<file path="config.mk">
export PLATFORM = sky130hd
export DESIGN_NAME = change_dispenser_flat
export DESIGN_NICKNAME = d
export VERILOG_FILES = /design/src/rtl/change_dispenser_if.sv /design/src/rtl/change_dispenser.sv /design/src/flat_wrapper.sv
export SDC_FILE = /design/constraint.sdc
export NUM_CORES = 1
export LEC_CHECK = 0
export BUFFER_PORTS_ARGS = -buffer_cell sky130_fd_sc_hd__buf_2
export CAP_MARGIN = 20
export CORE_MARGIN = 4
export CORE_UTILIZATION = 55
export CTS_CLUSTER_DIAMETER = 200
export DETAILED_ROUTE_END_ITERATION = 10
export GPL_ROUTABILITY_DRIVEN = 0
export PLACE_DENSITY_LB_ADDON = 0.1
export RECOVER_POWER = 50
export SYNTH_ARGS = -nofsm -noshare
export SYNTH_HDL_FRONTEND = slang
export SYNTH_SLANG_ARGS = --single-unit
</file>
<file path="constraint.sdc">
create_clock -name clk -period 5 [get_ports clk]
set_input_delay 1.5 -clock clk [delete_from_list [all_inputs] [get_ports clk]]
set_output_delay 1.5 -clock clk [all_outputs]
set_load 0.02 [all_outputs]
</file>
<file path="src/rtl/change_dispenser_if.sv">
// Handshake and status bundle between the transaction datapath/hopper and the change dispenser.
// master: drives requests, hopper ack and refills; slave: the dispenser itself.
// Pure wiring, no logic.
interface change_dispenser_if;
  logic        start;
  logic [15:0] change_amount;
  logic        coin_ack;
  logic        refill;
  logic [2:0]  refill_sel;
  logic        coin_valid;
  logic [2:0]  coin_sel;
  logic        busy;
  logic        done;
  logic [15:0] shortfall;
  logic        short_err;
  logic [15:0] paid_total;
  logic [19:0] hopper_count;

  modport master (
    output start, change_amount, coin_ack, refill, refill_sel,
    input  coin_valid, coin_sel, busy, done, shortfall, short_err, paid_total, hopper_count
  );

  modport slave (
    input  start, change_amount, coin_ack, refill, refill_sel,
    output coin_valid, coin_sel, busy, done, shortfall, short_err, paid_total, hopper_count
  );
endinterface

</file>
<file path="src/rtl/change_dispenser.sv">
// Greedy coin-by-coin change payout driving a hopper through a valid/ack handshake.
// Latency: start to done is 3 cycles for a zero amount; 2 cycles per coin with immediate ack.
// Backpressure: coin_valid/coin_sel are held until coin_ack; the FSM waits in ISSUE indefinitely.
module change_dispenser #(
  parameter logic [7:0] COIN0_VAL  = 8'd50,
  parameter logic [7:0] COIN1_VAL  = 8'd20,
  parameter logic [7:0] COIN2_VAL  = 8'd10,
  parameter logic [7:0] COIN3_VAL  = 8'd5,
  parameter logic [7:0] COIN4_VAL  = 8'd1,
  parameter logic [3:0] STOCK_INIT = 4'd15
) (
  input  logic              clk,
  input  logic              reset,
  change_dispenser_if.slave bus
);
  localparam int NUM_COINS = 5;

  typedef enum logic [1:0] {IDLE, SELECT, ISSUE, FINISH} state_t;

  state_t                    state;
  logic [15:0]               residual;
  logic [NUM_COINS-1:0][3:0] count;
  logic                      coin_valid;
  logic [2:0]                coin_sel;
  logic                      busy;
  logic                      done;
  logic [15:0]               shortfall;
  logic                      short_err;
  logic [15:0]               paid_total;
  logic                      pick_ok;
  logic [2:0]                pick_idx;
  logic [15:0]               issue_val;

  // Denominations must be nonzero, otherwise a nonzero residual could never shrink.
  function automatic logic [15:0] coin_value(input logic [2:0] idx);
    case (idx)
      3'd0:    coin_value = {8'd0, COIN0_VAL};
      3'd1:    coin_value = {8'd0, COIN1_VAL};
      3'd2:    coin_value = {8'd0, COIN2_VAL};
      3'd3:    coin_value = {8'd0, COIN3_VAL};
      3'd4:    coin_value = {8'd0, COIN4_VAL};
      default: coin_value = 16'd0;
    endcase
  endfunction

  // Greedy pick: scan from the smallest coin upward so the lowest eligible index wins.
  always_comb begin
    pick_ok  = 1'b0;
    pick_idx = 3'd0;
    for (int i = NUM_COINS - 1; i >= 0; i--) begin
      if (count[i] != 4'd0 && coin_value(3'(i)) <= residual) begin
        pick_ok  = 1'b1;
        pick_idx = 3'(i);
      end
    end
  end

  assign issue_val = coin_value(coin_sel);

  // Payout sequencer with registered outputs and hopper stock bookkeeping.
  always_ff @(posedge clk or negedge reset) begin
    if (!reset) begin
      state      <= IDLE;
      residual   <= 16'd0;
      coin_valid <= 1'b0;
      coin_sel   <= 3'd0;
      busy       <= 1'b0;
      done       <= 1'b0;
      shortfall  <= 16'd0;
      short_err  <= 1'b0;
      paid_total <= 16'd0;
      for (int i = 0; i < NUM_COINS; i++) count[i] <= STOCK_INIT;
    end else begin
      done <= 1'b0;
      case (state)
        IDLE: begin
          if (bus.start) begin
            residual   <= bus.change_amount;
            paid_total <= 16'd0;
            shortfall  <= 16'd0;
            short_err  <= 1'b0;
            busy       <= 1'b1;
            state      <= SELECT;
          end
        end
        SELECT: begin
          if (residual == 16'd0) begin
            state <= FINISH;
          end else if (pick_ok) begin
            coin_sel   <= pick_idx;
            coin_valid <= 1'b1;
            state      <= ISSUE;
          end else begin
            // Nothing in stock fits: report what is left unpaid.
            shortfall <= residual;
            short_err <= 1'b1;
            state     <= FINISH;
          end
        end
        ISSUE: begin
          if (bus.coin_ack) begin
            residual   <= residual - issue_val;
            paid_total <= paid_total + issue_val;
            if (count[coin_sel] != 4'd0) count[coin_sel] <= count[coin_sel] - 4'd1;
            coin_valid <= 1'b0;
            state      <= SELECT;
          end
        end
        FINISH: begin
          done  <= 1'b1;
          busy  <= 1'b0;
          state <= IDLE;
        end
        default: state <= IDLE;
      endcase
      // Refill comes last so it overrides a same-cycle decrement of the same coin.
      if (bus.refill && bus.refill_sel < 3'd5) count[bus.refill_sel] <= STOCK_INIT;
    end
  end

  assign bus.coin_valid   = coin_valid;
  assign bus.coin_sel     = coin_sel;
  assign bus.busy         = busy;
  assign bus.done         = done;
  assign bus.shortfall    = shortfall;
  assign bus.short_err    = short_err;
  assign bus.paid_total   = paid_total;
  assign bus.hopper_count = count;
endmodule

</file>
<file path="src/flat_wrapper.sv">
// flat-port wrapper written by rule: the top's interface ports become plain ports
module change_dispenser_flat 
#(
  parameter logic [7:0] COIN0_VAL  = 8'd50,
  parameter logic [7:0] COIN1_VAL  = 8'd20,
  parameter logic [7:0] COIN2_VAL  = 8'd10,
  parameter logic [7:0] COIN3_VAL  = 8'd5,
  parameter logic [7:0] COIN4_VAL  = 8'd1,
  parameter logic [3:0] STOCK_INIT = 4'd15
)
  (clk, reset, bus_start, bus_change_amount, bus_coin_ack, bus_refill, bus_refill_sel, bus_coin_valid, bus_coin_sel, bus_busy, bus_done, bus_shortfall, bus_short_err, bus_paid_total, bus_hopper_count);
  change_dispenser_if bus_i ();
  input  logic clk;
  input  logic reset;
  input wire logic [$bits(bus_i.start)-1:0] bus_start;
  input wire logic [$bits(bus_i.change_amount)-1:0] bus_change_amount;
  input wire logic [$bits(bus_i.coin_ack)-1:0] bus_coin_ack;
  input wire logic [$bits(bus_i.refill)-1:0] bus_refill;
  input wire logic [$bits(bus_i.refill_sel)-1:0] bus_refill_sel;
  output wire logic [$bits(bus_i.coin_valid)-1:0] bus_coin_valid;
  output wire logic [$bits(bus_i.coin_sel)-1:0] bus_coin_sel;
  output wire logic [$bits(bus_i.busy)-1:0] bus_busy;
  output wire logic [$bits(bus_i.done)-1:0] bus_done;
  output wire logic [$bits(bus_i.shortfall)-1:0] bus_shortfall;
  output wire logic [$bits(bus_i.short_err)-1:0] bus_short_err;
  output wire logic [$bits(bus_i.paid_total)-1:0] bus_paid_total;
  output wire logic [$bits(bus_i.hopper_count)-1:0] bus_hopper_count;
  assign bus_i.start = bus_start;
  assign bus_i.change_amount = bus_change_amount;
  assign bus_i.coin_ack = bus_coin_ack;
  assign bus_i.refill = bus_refill;
  assign bus_i.refill_sel = bus_refill_sel;
  assign bus_coin_valid = bus_i.coin_valid;
  assign bus_coin_sel = bus_i.coin_sel;
  assign bus_busy = bus_i.busy;
  assign bus_done = bus_i.done;
  assign bus_shortfall = bus_i.shortfall;
  assign bus_short_err = bus_i.short_err;
  assign bus_paid_total = bus_i.paid_total;
  assign bus_hopper_count = bus_i.hopper_count;
  change_dispenser #(.COIN0_VAL(COIN0_VAL), .COIN1_VAL(COIN1_VAL), .COIN2_VAL(COIN2_VAL), .COIN3_VAL(COIN3_VAL), .COIN4_VAL(COIN4_VAL), .STOCK_INIT(STOCK_INIT)) u_core (.clk(clk), .reset(reset), .bus(bus_i));
endmodule
</file>
==> run metrics, run 1 <==
status complete, but fails checks; failing checks max-capacitance violations, max-slew violations; Setup TNS 0 ns; CTS Buf Count 9; Max Clock Skew 0.00763 ns; Final ANT Viol Nets 0; RSZ-0062 raised after global routing false; Worst-Margin Slew 1.85 ns; Synth area leaders dfrtp_1 (33%), dfstp_2 (12%), nand2_1 (4.9%); CTS Buffer Depth 2; Area after DPL 0.00475 sq mm; share of the synthesized area in the top cell type 33.4%; end-of-flow core utilization about two thirds; critical path arrival 3.47 ns; Post CTS Setup Buffer Count 0; max-cap viol count 1; Initial Utilization 57.6%; Initial DRC Count approximately 220; post-synthesis adder-cell area fraction under 10%; Pwr Density 562 mW/mm^2; vias in the first global route 3486; Post-Synth Simple-Gate Area about a fifth; Pint between 1.5 and 2 mW; Reg clk slew, reported paths 0.08 ns; hold crit path type flop to flop; crit end category flop; Most used DFF post-synth dfrtp_1; drt wl/cell between 15 and 20 um; Syn Nets 463; drt pass-1 iters 5; initial antenna violation count 0; placed cell count between 500 and 600; cells after synthesis around 420; DPL Wire Length 7690 um; sequential power share between 30% and 40%; drt drc 0; Sink Count 77; Max-slew headroom -23.6%; CP max-delay cell clkbuf_1; Lkg Pwr 2.26 nW; via count 3587; final WL 10600 um; worst setup path class input port to flop; cts repair resizes 0; Power Total between 2 and 3 mW; grt ovf 0; synth unique cells 56; delay-heaviest family, CP buffers and inverters; CP required 5.24 ns; largest net degree at the start of global routing 78; Final Max Slew Viols 78; Clock Latency Late Sink 0.35 ns; final cycle utilization of the critical path 64.4%; final non-filler cell total 608; Post-synth ARST share between 90% and 100%; CTS tree yes; DR vias/cell 5.90; share of cells above drive strength 1 between 20% and 30%; Max Fanout on Critical Path 27; Max IR drop VDD around 0.26 mV; FF-to-FF path depth 8; # diodes 0; Synth Area in Compound Gates 19.7%; FF-to-FF End u_core.bus.hopper_count[4]$_DFF_PN1_; R2R setup slack 1.79 ns; Final Hold Slack 0.485 ns; Sw Ratio 45.4%; most frequent cell after synthesis dfrtp_1; combinational share of power 45.9%; number of I/O port buffers 82; worst r2r src u_core.bus.coin_sel[0]$_DFFE_PN0P_; sequential share of the synthesized area 45.7%; standard-cell rows 31; xor/xnor share of the synthesized area 2.05%; die height 96.1 um; main combinational cell family by area after synthesis simple AND/OR/NAND/NOR gates; setup violators final 0; Synth Cell Area between 0.004 and 0.005 sq mm; WHS Path Cells 1; Seq cells post-synth 77; post-synthesis mux area share around 4.7%; net load switching power approximately 1.2 mW; biggest area consumer among synthesized cells dfrtp_1; syn avg cell area a little over 10 sq um; hold endpoint u_core.bus.short_err$_DFFE_PN0P_; Setup crit start kind input port; fin crit period 3.22 ns; Post-Place Setup Slack 1.57 ns; Slowest Stage Delay on Critical Path 0.97 ns; worst setup margin 1.78 ns; GRT Overall Usage about a quarter; NumNets Final 543; Hold Startpoint u_core.bus.short_err$_DFFE_PN0P_; Final Hold Fails 0; Die ar. 0.00923 sq mm; Ys Warns 0; Clk pwr share around 17%; Setup crit start bus_start; number of synthesized flops with an enable pin 0; root buffer cell clkbuf_8; Core ar. 0.00741 sq mm; CP Cell Sequence buf_2 -> nor3b_1 -> clkbuf_1 -> o2bb2ai_4 -> a22o_1; Buf/Inv on CP 2; Die Wd a little under 100 um; H-tree levels 3; design area 0.00489 sq mm; area delta synth->final 14.7%; maximum achievable frequency 310 MHz; CTS hold repair buffers 0; # IOs 83; first-pass GRT wire length 17300 um; synth cell count leaders dfrtp_1 (57), nand2_1 (56), nor2_1 (32)
[cells in the final DEF, fill, tap and decap left out, types with 7 or more instances in the layout]
master | Yosys | final
dfrtp_1 | 57 | 57
o21a_1 | 7 | 7
clkbuf_1 | 14 | 23
dfstp_2 | 20 | 20
a21oi_1 | 16 | 16
nand2_1 | 56 | 56
nor2_1 | 32 | 32
or4_1 | 10 | 11
nand3_1 | 11 | 11
clkbuf_8 | 0 | 9
mux2i_1 | 10 | 10
a22o_1 | 16 | 16
inv_1 | 15 | 15
nor2b_1 | 11 | 11
o21ai_0 | 15 | 16
o31ai_1 | 7 | 7
ha_1 | 13 | 13
a221o_1 | 7 | 7
o211ai_1 | 16 | 16
buf_2 | 0 | 62
[flip-flops by register name (all words and copies together), names as in the netlist, 2 cells and up]
register                 cells
u_core.bus.coin_sel          3
u_core.bus.hopper_count     20
u_core.bus.paid_total       16
u_core.bus.shortfall        16
u_core.residual             16
u_core.state                 2
[cell type report]
cell class              instances  area, sq um
fillers                       618         2510
multi-input cells             316         2170
flip-flops and latches         77         1950
repair buffers                 85          398
clock buffers                  10          128
well taps                      99          124
clock inverters                 6         63.8
inverters                      15         56.3
[power groups by stage]
| stage | combinational (mW) | sequential (mW) | clock (mW) |
|---|---|---|---|
| global route | 1.39 | 1.06 | 0.503 |
| finish | 1.26 | 1.03 | 0.463 |
| global placement | 1.22 | 1.02 | 0 |
| floorplan | 0.868 | 1.05 | 0 |
| detailed placement | 1.25 | 1.03 | 0 |
| CTS | 1.26 | 1.02 | 0.474 |
[cells by family (layout without fill, tap and decap cells)]
group,count (synthesis),after routing
buf+inv,31,116
mux,15,15
compound gates,112,112
xor+xnor,10,10
flops,77,77
simple gates,164,164
fa+ha+maj,15,15
[layer usage]
layer | track usage (%) | wire length [um] | up-vias
met2 | 37.1 | 4820 | 138
met5 | 0 | 0 | -
met1 | 34.1 | 4870 | 1698
met3 | 4.38 | 660 | 21
li1 | - | - | 1730
met4 | 10.3 | 195 | 0
[worst max-delay path by stage]
| stage | endpoint | slack (ns) | depth (start not counted) |
|---|---|---|---|
| floorplan | u_core.bus.paid_total[15]$_DFFE_PN0P_ | 1.87 | 7 |
| global route | u_core.residual[14]$_DFFE_PN0P_ | 1.52 | 11 |
| finish | u_core.bus.shortfall[14]$_DFFE_PN0P_ | 1.78 | 5 |
| detailed placement | u_core.residual[7]$_DFFE_PN0P_ | 1.57 | 10 |
| global placement | u_core.residual[7]$_DFFE_PN0P_ | 1.76 | 10 |
| CTS | u_core.residual[7]$_DFFE_PN0P_ | 1.54 | 10 |
No activity file was read; power rests on OpenSTA's default activity.
==> run 2: changes to the inputs <==
==> constraint.sdc (replaced) <==
create_clock -name clk -period 3.09 [get_ports clk]
set_input_delay 0.927 -clock clk [delete_from_list [all_inputs] [get_ports clk]]
set_output_delay 0.927 -clock clk [all_outputs]
set_load 0.02 [all_outputs]
==> run 2 against run 1 <==
The run still ends with max-capacitance violations, max-slew violations left. Routed wire length rose by 7.5%. Critical path depth up 1. Core utilization rose by 1.3 points. Combinational power rose by 73%. Die area unchanged. Largest power group unchanged.
==> run metrics, run 2 (synthesis gave the netlist of run 1 again) <==
status complete, but fails checks (unchanged); CTS Buf Count 9 (unchanged); area delta synth->final 16.9% (was 14.7%); Final Max Slew Viols 78 (unchanged); Clock Latency Late Sink 0.36 ns (was 0.35 ns); cts repair resizes 0 (unchanged); standard-cell rows 31 (unchanged); crit end category flop (unchanged); Max Fanout on Critical Path 14 (was 27); failing checks max-capacitance violations, max-slew violations (unchanged); Pwr Density 927 mW/mm^2 (was 562 mW/mm^2); Final Hold Slack 0.485 ns (about the same); worst setup path class flop to flop (was input port to flop); root buffer cell clkbuf_8 (unchanged); setup violators final 0 (unchanged); Slowest Stage Delay on Critical Path 0.57 ns (was 0.97 ns); drt pass-1 iters 5 (unchanged); GRT Overall Usage 25.7% (was 24.3%); vias in the first global route 3615 (was 3486); number of I/O port buffers 82 (unchanged); drt wl/cell 18.4 um (was 17.4 um); drt drc 0 (unchanged); Setup TNS 0 ns (unchanged); H-tree levels 3 (unchanged); # diodes 0 (unchanged); CTS Buffer Depth 2 (unchanged); final WL 11300 um (was 10600 um); maximum achievable frequency 352 MHz; CP max-delay cell or4_4 (was clkbuf_1); Die ar. 0.00923 sq mm (unchanged); fin crit period approximately 2.8 ns; Layout fillers 626 (was 618); CTS hold repair buffers 0 (unchanged); largest net degree at the start of global routing 78 (unchanged); critical path arrival 3.14 ns (was 3.47 ns); CP required 3.39 ns (was 5.24 ns); Sink Count 77 (unchanged); Lkg Pwr 2.30 nW (was 2.26 nW); Buf/Inv on CP 0 (was 2); Max Clock Skew 0.0112 ns (was 0.00763 ns); Initial Utilization 57.6% (unchanged); Power Total 4.62 mW (was 2.75 mW); CP Cell Sequence or3_4 -> or4_4 -> o21ai_1 -> nand4_4 -> nor3_4 -> a22o_1 (was buf_2 -> nor3b_1 -> clkbuf_1 -> o2bb2ai_4 -> a22o_1); Core ar. 0.00741 sq mm (unchanged); hold crit path type flop to flop (unchanged); Final ANT Viol Nets 0 (unchanged); delay-heaviest family, CP simple AND/OR/NAND/NOR gates (was buffers and inverters); Max-slew headroom -25.1% (was -23.6%); Die Wd 96.1 um (unchanged); Initial DRC Count 186 (was 224); grt ovf 0 (unchanged); most frequent cells in the layout buf_2 (57), dfrtp_1 (57), nand2_1 (56) (was buf_2 (62), dfrtp_1 (57), nand2_1 (56)); initial antenna violation count 0 (unchanged); Setup crit start kind flop (was input port); DR vias/cell 6.12 (was 5.90); NumNets Final 552 (was 543); Max IR drop VDD 0.442 mV (was 0.264 mV); # IOs 83 (unchanged); DPL Wire Length 8060 um (was 7690 um); number of flip-flops in the largest register 20 (unchanged); Final Hold Fails 0 (unchanged); RSZ-0062 raised after global routing false (unchanged); first-pass GRT wire length 18200 um (was 17300 um); max-cap viol count 1 (unchanged); Reg clk slew, reported paths 0.09 ns (was 0.08 ns); Worst-Margin Slew 1.88 ns (was 1.85 ns); final cycle utilization of the critical path 92.0%; share of cells above drive strength 1 23.6% (was 22.0%); via count 3775 (was 3587); Post CTS Setup Buffer Count 0 (unchanged); die height 96.1 um (unchanged); CTS tree yes (unchanged)
## run 2: power breakdown
group | switching, mW | internal [mW] | total, mW
sequential | 0.323 | 1.30 | 1.62
combinational | 1.36 | 0.823 | 2.18
clock | 0.421 | 0.401 | 0.822
total | 2.10 | 2.52 | 4.62
## run 2: area by class of cell
cell class                      count  area [sq um]  share of cell area, %
Tap cell                           99           124                   2.48
Inverter                           15          56.3                   1.13
Sequential cell                    77          1950                   39.1
Clock buffer                       10           138                   2.76
Multi-Input combinational cell    316          2180                   43.7
Clock inverter                      6          71.3                   1.43
Timing Repair Buffer               94           467                   9.35
## run 2: through the flow
stage | setup slack (ns) | util (%) | instance area [sq um] | std cells
2_1_floorplan | 0.0952 | - | 4270 | 424
3_3_place_gp | 0.368 | 65.1 | 4820 | 601
4_1_cts | 0.238 | 67.9 | 5030 | 617
5_1_grt | 0.0526 | 67.4 | 4990 | 617
3_5_place_dp | 0.269 | 65.1 | 4820 | 601
6_report | 0.247 | 67.4 | 4990 | 617
## run 2: worst register-to-register path, stage by stage, from the launching register on
cell and delay [ns]:
dfrtp_1 0.47, or3_4 0.42, or4_4 0.57, o21ai_1 0.36
nand4_4 0.21, nor3_4 0.51, a22o_1 0.24
## run 2: worst paths after layout
check	startpoint	end	slack, ns	depth (start not counted)
worst max-delay path	u_core.residual[6]$_DFFE_PN0P_	u_core.bus.shortfall[3]$_DFFE_PN0P_	0.25	6
worst min-delay path	u_core.bus.short_err$_DFFE_PN0P_	u_core.bus.short_err$_DFFE_PN0P_	0.48	1
worst max register to register	u_core.residual[6]$_DFFE_PN0P_	u_core.bus.shortfall[3]$_DFFE_PN0P_	0.25	6
worst min register to register	u_core.bus.short_err$_DFFE_PN0P_	u_core.bus.short_err$_DFFE_PN0P_	0.48	1
max in group asynchronous	reset	u_core.bus.paid_total[10]$_DFFE_PN0P_	0.91	1
min in group asynchronous	reset	u_core.bus.short_err$_DFFE_PN0P_	1.06	1
## run 2: metal layers
layer / global-route usage (%) / vias up / part of all wire (%)
met5: 0 / - / 0
met4: 10.1 / 0 / 2.1
met3: 5.71 / 26 / 7.6
met2: 40.9 / 143 / 47
met1: 34.3 / 1851 / 43
li1: - / 1755 / -
==> run 3: changes to the inputs <==
--- a/config.mk
+++ b/config.mk
@@ -7,8 +7,10 @@
 export LEC_CHECK = 0
 export BUFFER_PORTS_ARGS = -buffer_cell sky130_fd_sc_hd__buf_2
 export CAP_MARGIN = 20
+export CELL_PAD_IN_SITES_DETAIL_PLACEMENT = 1
+export CELL_PAD_IN_SITES_GLOBAL_PLACEMENT = 1
 export CORE_MARGIN = 4
-export CORE_UTILIZATION = 55
+export CORE_UTILIZATION = 43
 export CTS_CLUSTER_DIAMETER = 200
 export DETAILED_ROUTE_END_ITERATION = 10
 export GPL_ROUTABILITY_DRIVEN = 0
==> run 3 against run 2 <==
Die area increased by 25%. Hold slack improved by 0.0032 ns. The run still ends with max-capacitance violations, max-slew violations left. Cell area grew 0.50%. Highest routed layer unchanged. Final cell count up 5.2%. Power up 0.83%. Clock-buffer cell count increased by 1. Combinational power grew 2%. Critical path depth increased by 5.
==> run metrics, run 3 (synthesis gave the netlist of run 1 again) <==
CTS hold repair buffers 0 (unchanged); hold crit path type flop to flop (unchanged); Multi-input gate area 0.00218 sq mm (unchanged); Pwr Density 930 mW/mm^2 (was 927 mW/mm^2); Max Fanout on Critical Path 16 (was 14); critical path arrival 3.05 ns (was 3.14 ns); number of I/O port buffers 82 (unchanged); end-of-flow core utilization 51.5% (was 67.4%); CP required 3.34 ns (was 3.39 ns); Die ar. 0.0116 sq mm (was 0.00923 sq mm); max-cap viol count 1 (unchanged); Sink Count 77 (unchanged); drt drc 0 (unchanged); number of flip-flops in the largest register 20 (unchanged); setup violators final 0 (unchanged); standard-cell rows 36 (was 31); Slowest Stage Delay on Critical Path 0.41 ns (was 0.57 ns); FF-to-FF path depth 11 (was 6); # diodes 0 (unchanged); GR Util met1 32.3% (was 34.3%); R2R setup slack 0.29 ns (was 0.25 ns); Final Max Slew Viols 78 (unchanged); H-tree levels 3 (unchanged); # IOs 83 (unchanged); CTS Buf Count 9 (unchanged); CTS tree yes (unchanged); grt met2 use 36.0% (was 40.9%); via count 3725 (was 3775); DR vias/cell 5.74 (was 6.12); critical path endpoint u_core.residual[9]$_DFFE_PN0P_ (was u_core.bus.shortfall[3]$_DFFE_PN0P_); largest net degree at the start of global routing 78 (unchanged); Max-slew headroom -28.0% (was -25.1%); Initial Utilization 43.9% (was 57.6%); CTS Buffer Depth 2 (unchanged); DPL Wire Length 9260 um (was 8060 um); most frequent cells in the layout buf_2 (57), dfrtp_1 (57), nand2_1 (56) (unchanged); status complete, but fails checks (unchanged); placed cell count 634 (was 601); drt wl/cell 19.0 um (was 18.4 um); crit end category flop (unchanged); failing checks max-capacitance violations, max-slew violations (unchanged); share of cells above drive strength 1 23.3% (was 23.6%); drt pass-1 iters 5 (unchanged); CP max-delay cell nor2_1 (was or4_4); Final ANT Viol Nets 0 (unchanged); vias in the first global route 3927 (was 3615); final cycle utilization of the critical path 90.7% (was 92.0%); worst setup path class flop to flop (unchanged); RSZ-0062 raised after global routing false (unchanged); NumNets Final 551 (was 552); worst r2r src u_core.bus.coin_sel[2]$_DFFE_PN0P_ (was u_core.residual[6]$_DFFE_PN0P_); Setup crit start u_core.bus.coin_sel[2]$_DFFE_PN0P_ (was u_core.residual[6]$_DFFE_PN0P_); initial antenna violation count 0 (unchanged); Die Wd 108 um (was 96.1 um); Core ar. 0.00973 sq mm (was 0.00741 sq mm); die height 108 um (was 96.1 um); GRT Overall Usage 22.8% (was 25.7%); Clock Latency Late Sink 0.37 ns (was 0.36 ns); register area 0.00195 sq mm (unchanged); root buffer cell clkbuf_8 (unchanged); Setup crit start kind flop (unchanged); Worst-Margin Slew 1.92 ns (was 1.88 ns); maximum achievable frequency 357 MHz (was 352 MHz); grt peak-use layer met2 (unchanged); FF-to-FF End u_core.residual[9]$_DFFE_PN0P_ (was u_core.bus.shortfall[3]$_DFFE_PN0P_); final non-filler cell total 649 (was 617); first-pass GRT wire length 20700 um (was 18200 um); Final Hold Fails 0 (unchanged); Final Hold Slack 0.488 ns (was 0.485 ns); Initial DRC Count 118 (was 186); met3 usage 4.02% (was 5.71%); Reg clk slew, reported paths 0.08 ns (was 0.09 ns); Setup TNS 0 ns (unchanged); Lkg Pwr 2.30 nW (about the same); Layout fillers 1176 (was 626); Hold Startpoint u_core.bus.short_err$_DFFE_PN0P_ (unchanged); area delta synth->final 17.5% (was 16.9%); CP Cell Sequence buf_4 -> nor2_1 -> inv_1 -> ha_1 -> nor2b_1 -> o21ai_0 -> a21oi_1 -> o31ai_1 -> buf_4 -> a21oi_1 -> a221o_1 (was or3_4 -> or4_4 -> o21ai_1 -> nand4_4 -> nor3_4 -> a22o_1); final WL 12400 um (was 11300 um); grt ovf 0 (unchanged); Max IR drop VDD 0.483 mV (was 0.442 mV); fin crit period 2.80 ns (was 2.84 ns); Max Clock Skew 0.0111 ns (was 0.0112 ns)
[run 3: what timing repair did]
| action | 4_1_cts | 5_1_grt |
|---|---|---|
| endpoints found under the setup margin | 0 | 3 |
| resized for setup | 0 | 4 |
| setup buffers | 0 | 0 |
[run 3: worst min-delay path by stage]
stage                                          endpoint  slack (ns)  depth (start not counted)
floorplan           u_core.bus.shortfall[9]$_DFFE_PN0P_        0.48                          1
global placement       u_core.bus.short_err$_DFFE_PN0P_        0.46                          1
detailed placement     u_core.bus.short_err$_DFFE_PN0P_        0.47                          1
CTS                    u_core.bus.short_err$_DFFE_PN0P_        0.49                          1
global route           u_core.bus.short_err$_DFFE_PN0P_        0.50                          1
finish                 u_core.bus.short_err$_DFFE_PN0P_        0.49                          1
[run 3: stage by stage]
stage          total power, mW  setup slack (ns)  area [sq um]
6_report                  4.66             0.287          5010
5_1_grt                   5.02            0.0998          5010
4_1_cts                   4.69             0.147          5060
3_5_place_dp              3.88             0.200          4860
3_3_place_gp              3.79             0.373          4860
2_1_floorplan             3.10            0.0952          4270
[run 3: metal layers]
metal | share of wire (%) | vias up | wire (um)
met4 | 1.4 | 0 | 172
met5 | 0 | - | 0
met2 | 46 | 77 | 5740
li1 | - | 1746 | -
met3 | 3.8 | 16 | 473
met1 | 48 | 1886 | 5970
[run 3: power breakdown]
part           total [mW]  internal (mW)  switching, mW  leakage [nW]
Sequential           1.65           1.30          0.349         0.965
Combinational        2.22          0.828           1.39          1.23
Clock               0.795          0.410          0.385         0.101
Total                4.66           2.54           2.13          2.30
[run 3: critical path, delay by kind of cell, from the launching register on]
kind	cells	cell delay (ns)
fa+ha+maj	1	0.27
compound gates	5	0.96
simple gates	2	0.54
flops	1	0.40
buf+inv	3	0.52
[run 3: final cells by class]
| type | count | area share, % |
|---|---|---|
| Multi-Input combinational cell | 316 | 43.5 |
| Sequential cell | 77 | 38.9 |
| Timing Repair Buffer | 93 | 9.16 |
| Tap cell | 133 | 3.32 |
| Clock buffer | 11 | 3.02 |
| Inverter | 15 | 1.12 |
| Clock inverter | 4 | 0.948 |
